<file path="config.mk">
export PLATFORM = sky130hd
export DESIGN_NAME = piece_placer
export DESIGN_NICKNAME = d
export VERILOG_FILES = /design/src/rtl/piece_placer.sv
export SDC_FILE = /design/constraint.sdc
export NUM_CORES = 1
export LEC_CHECK = 0
export CAP_MARGIN = 20
export CORE_MARGIN = 2
export CORE_UTILIZATION = 52
export DETAILED_ROUTE_END_ITERATION = 10
export GPL_ROUTABILITY_DRIVEN = 1
export HOLD_SLACK_MARGIN = 0.15
export PLACE_DENSITY = 0.84
export RECOVER_POWER = 100
export SKIP_LAST_GASP = 1
export SLEW_MARGIN = 20
export SYNTH_ARGS = -nofsm -noshare
export SYNTH_HDL_FRONTEND = slang
export SYNTH_SLANG_ARGS = --single-unit
</file>
<file path="constraint.sdc">
create_clock -name clk -period 4.05 [get_ports clk]
set_clock_uncertainty 0.2 [all_clocks]
set_input_delay 0.405 -clock clk [delete_from_list [all_inputs] [get_ports clk]]
set_output_delay 0.405 -clock clk [all_outputs]
set_load 0.03 [all_outputs]
</file>
<file path="src/rtl/piece_placer.sv">
// rtl/piece_placer.sv - spawns a tetromino and writes its four cells to the board
// Optional PIECE_RANDOM_EN: LFSR-driven piece selection instead of the fixed I..L cycle.
module piece_placer #(
    parameter int         BOARD_COLS = 10,
    parameter int         SPAWN_COL  = 3,
    parameter logic [7:0] LFSR_SEED  = 8'hA5
) (
    input  logic       clk,
    input  logic       rst,
    input  logic       en,
    output logic       placed,
    output logic       we,
    output logic [7:0] addr,
    output logic [7:0] data,
    output logic [7:0] reg_1_addr,
    output logic [7:0] reg_2_addr,
    output logic [7:0] reg_3_addr,
    output logic [7:0] reg_4_addr
);

    typedef enum logic [2:0] {IDLE, LOAD, W1, W2, W3, W4, DONE} state_t;

    localparam logic [7:0] COLS8  = 8'(BOARD_COLS);
    localparam logic [7:0] SPAWN8 = 8'(SPAWN_COL);

    state_t     state;
    logic [2:0] code;
    logic [2:0] next_code;

    // Each shape packs four {row, col[1:0]} offsets, block 1 in the top bits.
    function automatic logic [11:0] shape(input logic [2:0] c);
        case (c)
            3'd1:    shape = {3'b000, 3'b001, 3'b010, 3'b011};
            3'd2:    shape = {3'b001, 3'b010, 3'b101, 3'b110};
            3'd3:    shape = {3'b000, 3'b001, 3'b010, 3'b101};
            3'd4:    shape = {3'b001, 3'b010, 3'b100, 3'b101};
            3'd5:    shape = {3'b000, 3'b001, 3'b101, 3'b110};
            3'd6:    shape = {3'b000, 3'b100, 3'b101, 3'b110};
            3'd7:    shape = {3'b010, 3'b100, 3'b101, 3'b110};
            default: shape = 12'd0;
        endcase
    endfunction

    function automatic logic [7:0] blk_addr(input logic [11:0] sh, input int k);
        logic [2:0] o;
        o = sh[11-3*k -: 3];
        blk_addr = {7'd0, o[2]} * COLS8 + SPAWN8 + {6'd0, o[1:0]};
    endfunction

`ifdef PIECE_RANDOM_EN
    logic [7:0] lfsr;
    logic [7:0] lfsr_mod;

    always_ff @(posedge clk or negedge rst) begin
        if (!rst) begin
            lfsr <= LFSR_SEED;
        end else begin
            lfsr <= {lfsr[6:0], lfsr[7] ^ lfsr[5] ^ lfsr[4] ^ lfsr[3]};
        end
    end

    assign lfsr_mod  = (lfsr % 8'd7) + 8'd1;
    assign next_code = lfsr_mod[2:0];
`else
    logic [2:0] seq;
    wire  [7:0] unused_seed = LFSR_SEED;

    always_ff @(posedge clk or negedge rst) begin
        if (!rst) begin
            seq <= 3'd1;
        end else if (state == LOAD) begin
            seq <= (seq == 3'd7) ? 3'd1 : seq + 3'd1;
        end
    end

    assign next_code = seq;
`endif

    always_ff @(posedge clk or negedge rst) begin
        if (!rst) begin
            state      <= IDLE;
            code       <= 3'd0;
            placed     <= 1'b0;
            we         <= 1'b0;
            addr       <= 8'd0;
            data       <= 8'd0;
            reg_1_addr <= 8'd0;
            reg_2_addr <= 8'd0;
            reg_3_addr <= 8'd0;
            reg_4_addr <= 8'd0;
        end else begin
            we   <= 1'b0;
            addr <= 8'd0;
            data <= 8'd0;
            case (state)
                IDLE: begin
                    if (en) state <= LOAD;
                end
                LOAD: begin
                    code       <= next_code;
                    reg_1_addr <= blk_addr(shape(next_code), 0);
                    reg_2_addr <= blk_addr(shape(next_code), 1);
                    reg_3_addr <= blk_addr(shape(next_code), 2);
                    reg_4_addr <= blk_addr(shape(next_code), 3);
                    state      <= W1;
                end
                W1: begin
                    we    <= 1'b1;
                    addr  <= reg_1_addr;
                    data  <= {5'd0, code};
                    state <= W2;
                end
                W2: begin
                    we    <= 1'b1;
                    addr  <= reg_2_addr;
                    data  <= {5'd0, code};
                    state <= W3;
                end
                W3: begin
                    we    <= 1'b1;
                    addr  <= reg_3_addr;
                    data  <= {5'd0, code};
                    state <= W4;
                end
                W4: begin
                    we    <= 1'b1;
                    addr  <= reg_4_addr;
                    data  <= {5'd0, code};
                    state <= DONE;
                end
                DONE: begin
                    // First DONE edge raises placed; it then waits for en to drop.
                    if (!placed) begin
                        placed <= 1'b1;
                    end else if (!en) begin
                        placed <= 1'b0;
                        state  <= IDLE;
                    end
                end
                default: state <= IDLE;
            endcase
        end
    end

endmodule

</file>
==> summary.md <==
| Metric | Value |
|---|---|
| Status | finished, violations left |
| Failing checks | capacitance limit, slew limit |
| Synth area leaders | dfrtp_1 (45%), ha_1 (10%), buf_4 (7.7%) |
| Depth of the CTS H-tree | 2 |
| WP buf/inv | 3 |
| Final setup vio count | 0 |
| Final hold violations | 0 |
| Post-synthesis sequential area ratio | 46.5% |
| Final nets | 263 |
| FFs w/ async S/R, synth | 100% |
| Main combinational cell family by area after synthesis | simple AND/OR/NAND/NOR gates |
| Worst EP arrival | 2.81 ns |
| Resized Gates After CTS | 0 |
| HP Class | register to register |
| Post-synth EDFFs | 0 |
| Leak | 1.21 nW |
| Antenna cells | 0 |
| Final WL | 3640 µm |
| Max-slew violations | 39 |
| Top-Level Pins | 53 |
| PwrDens | 884 mW/mm² |
| Root buffer cell | clkbuf_8 |
| Count leader, synth | nand2_1 |
| Mux contribution to synthesized area | 4.03% |
| Critical path fanouts, max | 6 |
| Yosys top cell area share | 45.2% |
| Post-route DRC | 0 |
| Combinational Power Share | 55.0% |
| Share of cells above drive strength 1 | 4.10% |
| Post-route minimum period | 2.84 ns |
| Row cnt | 22 |
| Clock Latency Late Sink | 0.29 ns |
| Buffer depth of the longest clock path | 2 |
| Die area | 0.00446 mm² |
| Worst setup path class | register to register |
| Maxcap violations | 1 |
| DP Wirelength | 2660 µm |
| First-pass iteration count of the detailed router | 4 |
| Critical path launch point | next_code[0]$_DFFE_PN1P_ |
| Number of buffers created by CTS | 5 |
| CP required | 4.02 ns |
| Detail Route Antenna Nets | 0 |
| RSZ-0062 raised after global routing | no |
| GRT overflow | 0 |
| Fin Setup TNS | 0 ns |
| Layout area overhead | 16.7% |
| Leading area contributor after synthesis | dfrtp_1 |
| Vias/cell | 4.99 |
| Syn avg cell area | 9.66 µm² |
| Post-synthesis compound-gate area fraction | 10.4% |
| Via count | 1458 |
| Mapped Area | 0.00205 mm² |
| Initial drt markers | 89 |
| Synth warnings | 0 |
| Synth Area in Adders | 10.4% |
| Worst-margin pin slew | 1.92 ns |
| TritonCTS clock tree | done |
| Worst VDD drop | 0.000358 V |
| Total track usage | 19.2% |
| Slew Limit Headroom | -27.8% |
| CP cell instances | inv_1 -> ha_1 -> o21ai_0 -> and2_0 -> ha_1 -> inv_1 -> ha_1 -> inv_1 -> o41ai_1 |
| Dpl cells | 283 |
| Synth cell count leaders | nand2_1 (40), dfrtp_1 (37), buf_4 (21) |
| Setup crit end kind | register |
| Net Sw Frac | 47.1% |
| R2R Path Start | next_code[0]$_DFFE_PN1P_ |
| Yosys cell types | 37 |
| Achievable frequency | 352 MHz |
| First-pass GRT wire length | 6310 µm |
| Crit path max-delay family | compound AO/OA/AOI/OAI gates |
| Antenna violations before repair | 0 |
| Die H | 66.8 µm |
| Placer Congestion | 0.790 |
| Fin cells | 292 |
| Post-synth top flop | dfrtp_1 |
| Crit share post-route | 70.1% |
| Clock sinks | 38 |
| Synthesized instance count | 212 |
| #FFs+latches synth | 38 |
| Per-cell routed wire length | 12.5 µm |
| I/O Buffers | 31 |
| CP Launch Type | register |
| Starting Density | 55.1% |
| NetSw | 0.994 mW |
| Max stage delay on crit path | 0.59 ns |
| CP max-delay cell | dfstp_1 |
| Internal power | 1.12 mW |
| Hold wc startpoint | code[1]$_DFFE_PN0P_ |
| Clock power frac | 12.5% |
| Core Area | 0.00372 mm² |
| Number of global-route vias before repair | 1429 |
| Post-CTS setup repair buffer count | 0 |
| Reg power frac | 32.5% |
| Simple-gate share of the synthesized area | 15.6% |
| XOR/XNOR Fraction of Synth Area | 0.428% |
| Horiz. Die Dim | 66.8 µm |
| Clock transition at path regs | 0.07 ns |
| Largest net degree at the start of global routing | 41 |
## final cells by class
type / count / area [µm²]
clock buffer: 7 / 86.3
clock inverter: 1 / 5.00
fill: 314 / 1330
inverter: 15 / 56.3
multi-input combinational: 150 / 912
sequential: 38 / 952
tap: 48 / 60.1
timing repair buffer: 33 / 318
## cell usage in the layout, fill, tap and decap left out
cell type / count
a211o_1: 2
a211oi_1: 1
a21boi_0: 1
a21oi_1: 3
a221oi_1: 2
a22o_1: 1
a32o_1: 1
and2_0: 4
and2_1: 1
clkbuf_1: 3
clkbuf_8: 6
clkdlybuf4s50_1: 1
clkinv_2: 1
conb_1: 21
dfrtp_1: 37
dfstp_1: 1
dlygate4sd3_1: 30
ha_1: 17
inv_1: 15
mux2_2: 2
mux2i_1: 6
nand2_1: 40
nand2b_1: 4
nand3_1: 4
nand3b_1: 1
nand4_1: 2
nor2_1: 4
nor2b_1: 2
nor3_1: 4
nor3b_1: 1
o211ai_1: 1
o21ai_0: 17
o22ai_1: 3
o2bb2ai_1: 1
o41ai_1: 1
or2_2: 1
or3b_1: 1
xor2_1: 1
## power by group through the flow
stage	clock network [mW]	registers (mW)	logic [mW]
6_report	0.264	0.686	1.16
5_1_grt	0.291	0.711	1.31
4_1_cts	0.269	0.693	1.22
3_5_place_dp	0	0.700	1.21
3_3_place_gp	0	0.695	1.18
2_1_floorplan	0	0.863	0.681
## kinds of logic after synthesis
family | count (synthesis)
xor gates and xnor gates | 1
AOI/OAI and AO/OA | 34
adders and majority gates | 17
and+or+nand+nor | 69
buffers and inverters | 44
muxes | 8
DFF | 38
other | 1
## per-layer routing
layer	routed length, µm	up-vias	GRT usage, %
li1	-	728	-
met1	1600	677	22.2
met2	1770	46	32.6
met3	190	7	4.73
met4	78	0	9.95
met5	0	-	0
## state kept, by name (all words and copies together) (netlist names), 4 cells and up
register	cells
reg_3_addr	5
addr	5
reg_2_addr	5
reg_1_addr	4
reg_4_addr	5
## timing repair
action | in CTS | in global routing
endpoints found under the hold margin | 37 | 0
hold buffers | 1 | 0
endpoints found under the setup margin | 0 | 0
## metrics by stage
step	util, %	hold slack (ns)	area, µm²	worst slack, ns	total power, mW
floorplan	-	-0.0906	2120	1.63	1.54
global placement	61.8	0.253	2300	1.51	1.88
detailed placement	61.8	0.274	2300	1.48	1.91
CTS	64.5	0.290	2400	1.45	2.19
global route	64.3	0.320	2390	0.878	2.31
finish	64.3	0.291	2390	1.21	2.11
## tightest hold or removal path: stages (launching register included)
cell and delay, ns:
dfrtp_1 0.34, nand2_1 0.05, o21ai_0 0.06
## path summary, 6_finish.rpt
path | to | slack, ns | cells after the start
min | code[1]$_DFFE_PN0P_ | 0.29 | 2
max reg2reg | reg_3_addr[4]$_DFFE_PN0P_ | 1.21 | 9
max | reg_3_addr[4]$_DFFE_PN0P_ | 1.21 | 9
max in group asynchronous | reg_1_addr[2]$_DFFE_PN0P_ | 1.57 | 2
min in group asynchronous | reg_3_addr[0]$_DFFE_PN0P_ | 0.98 | 2
min reg2reg | code[1]$_DFFE_PN0P_ | 0.29 | 2
Power figures use the tool's default switching activity.
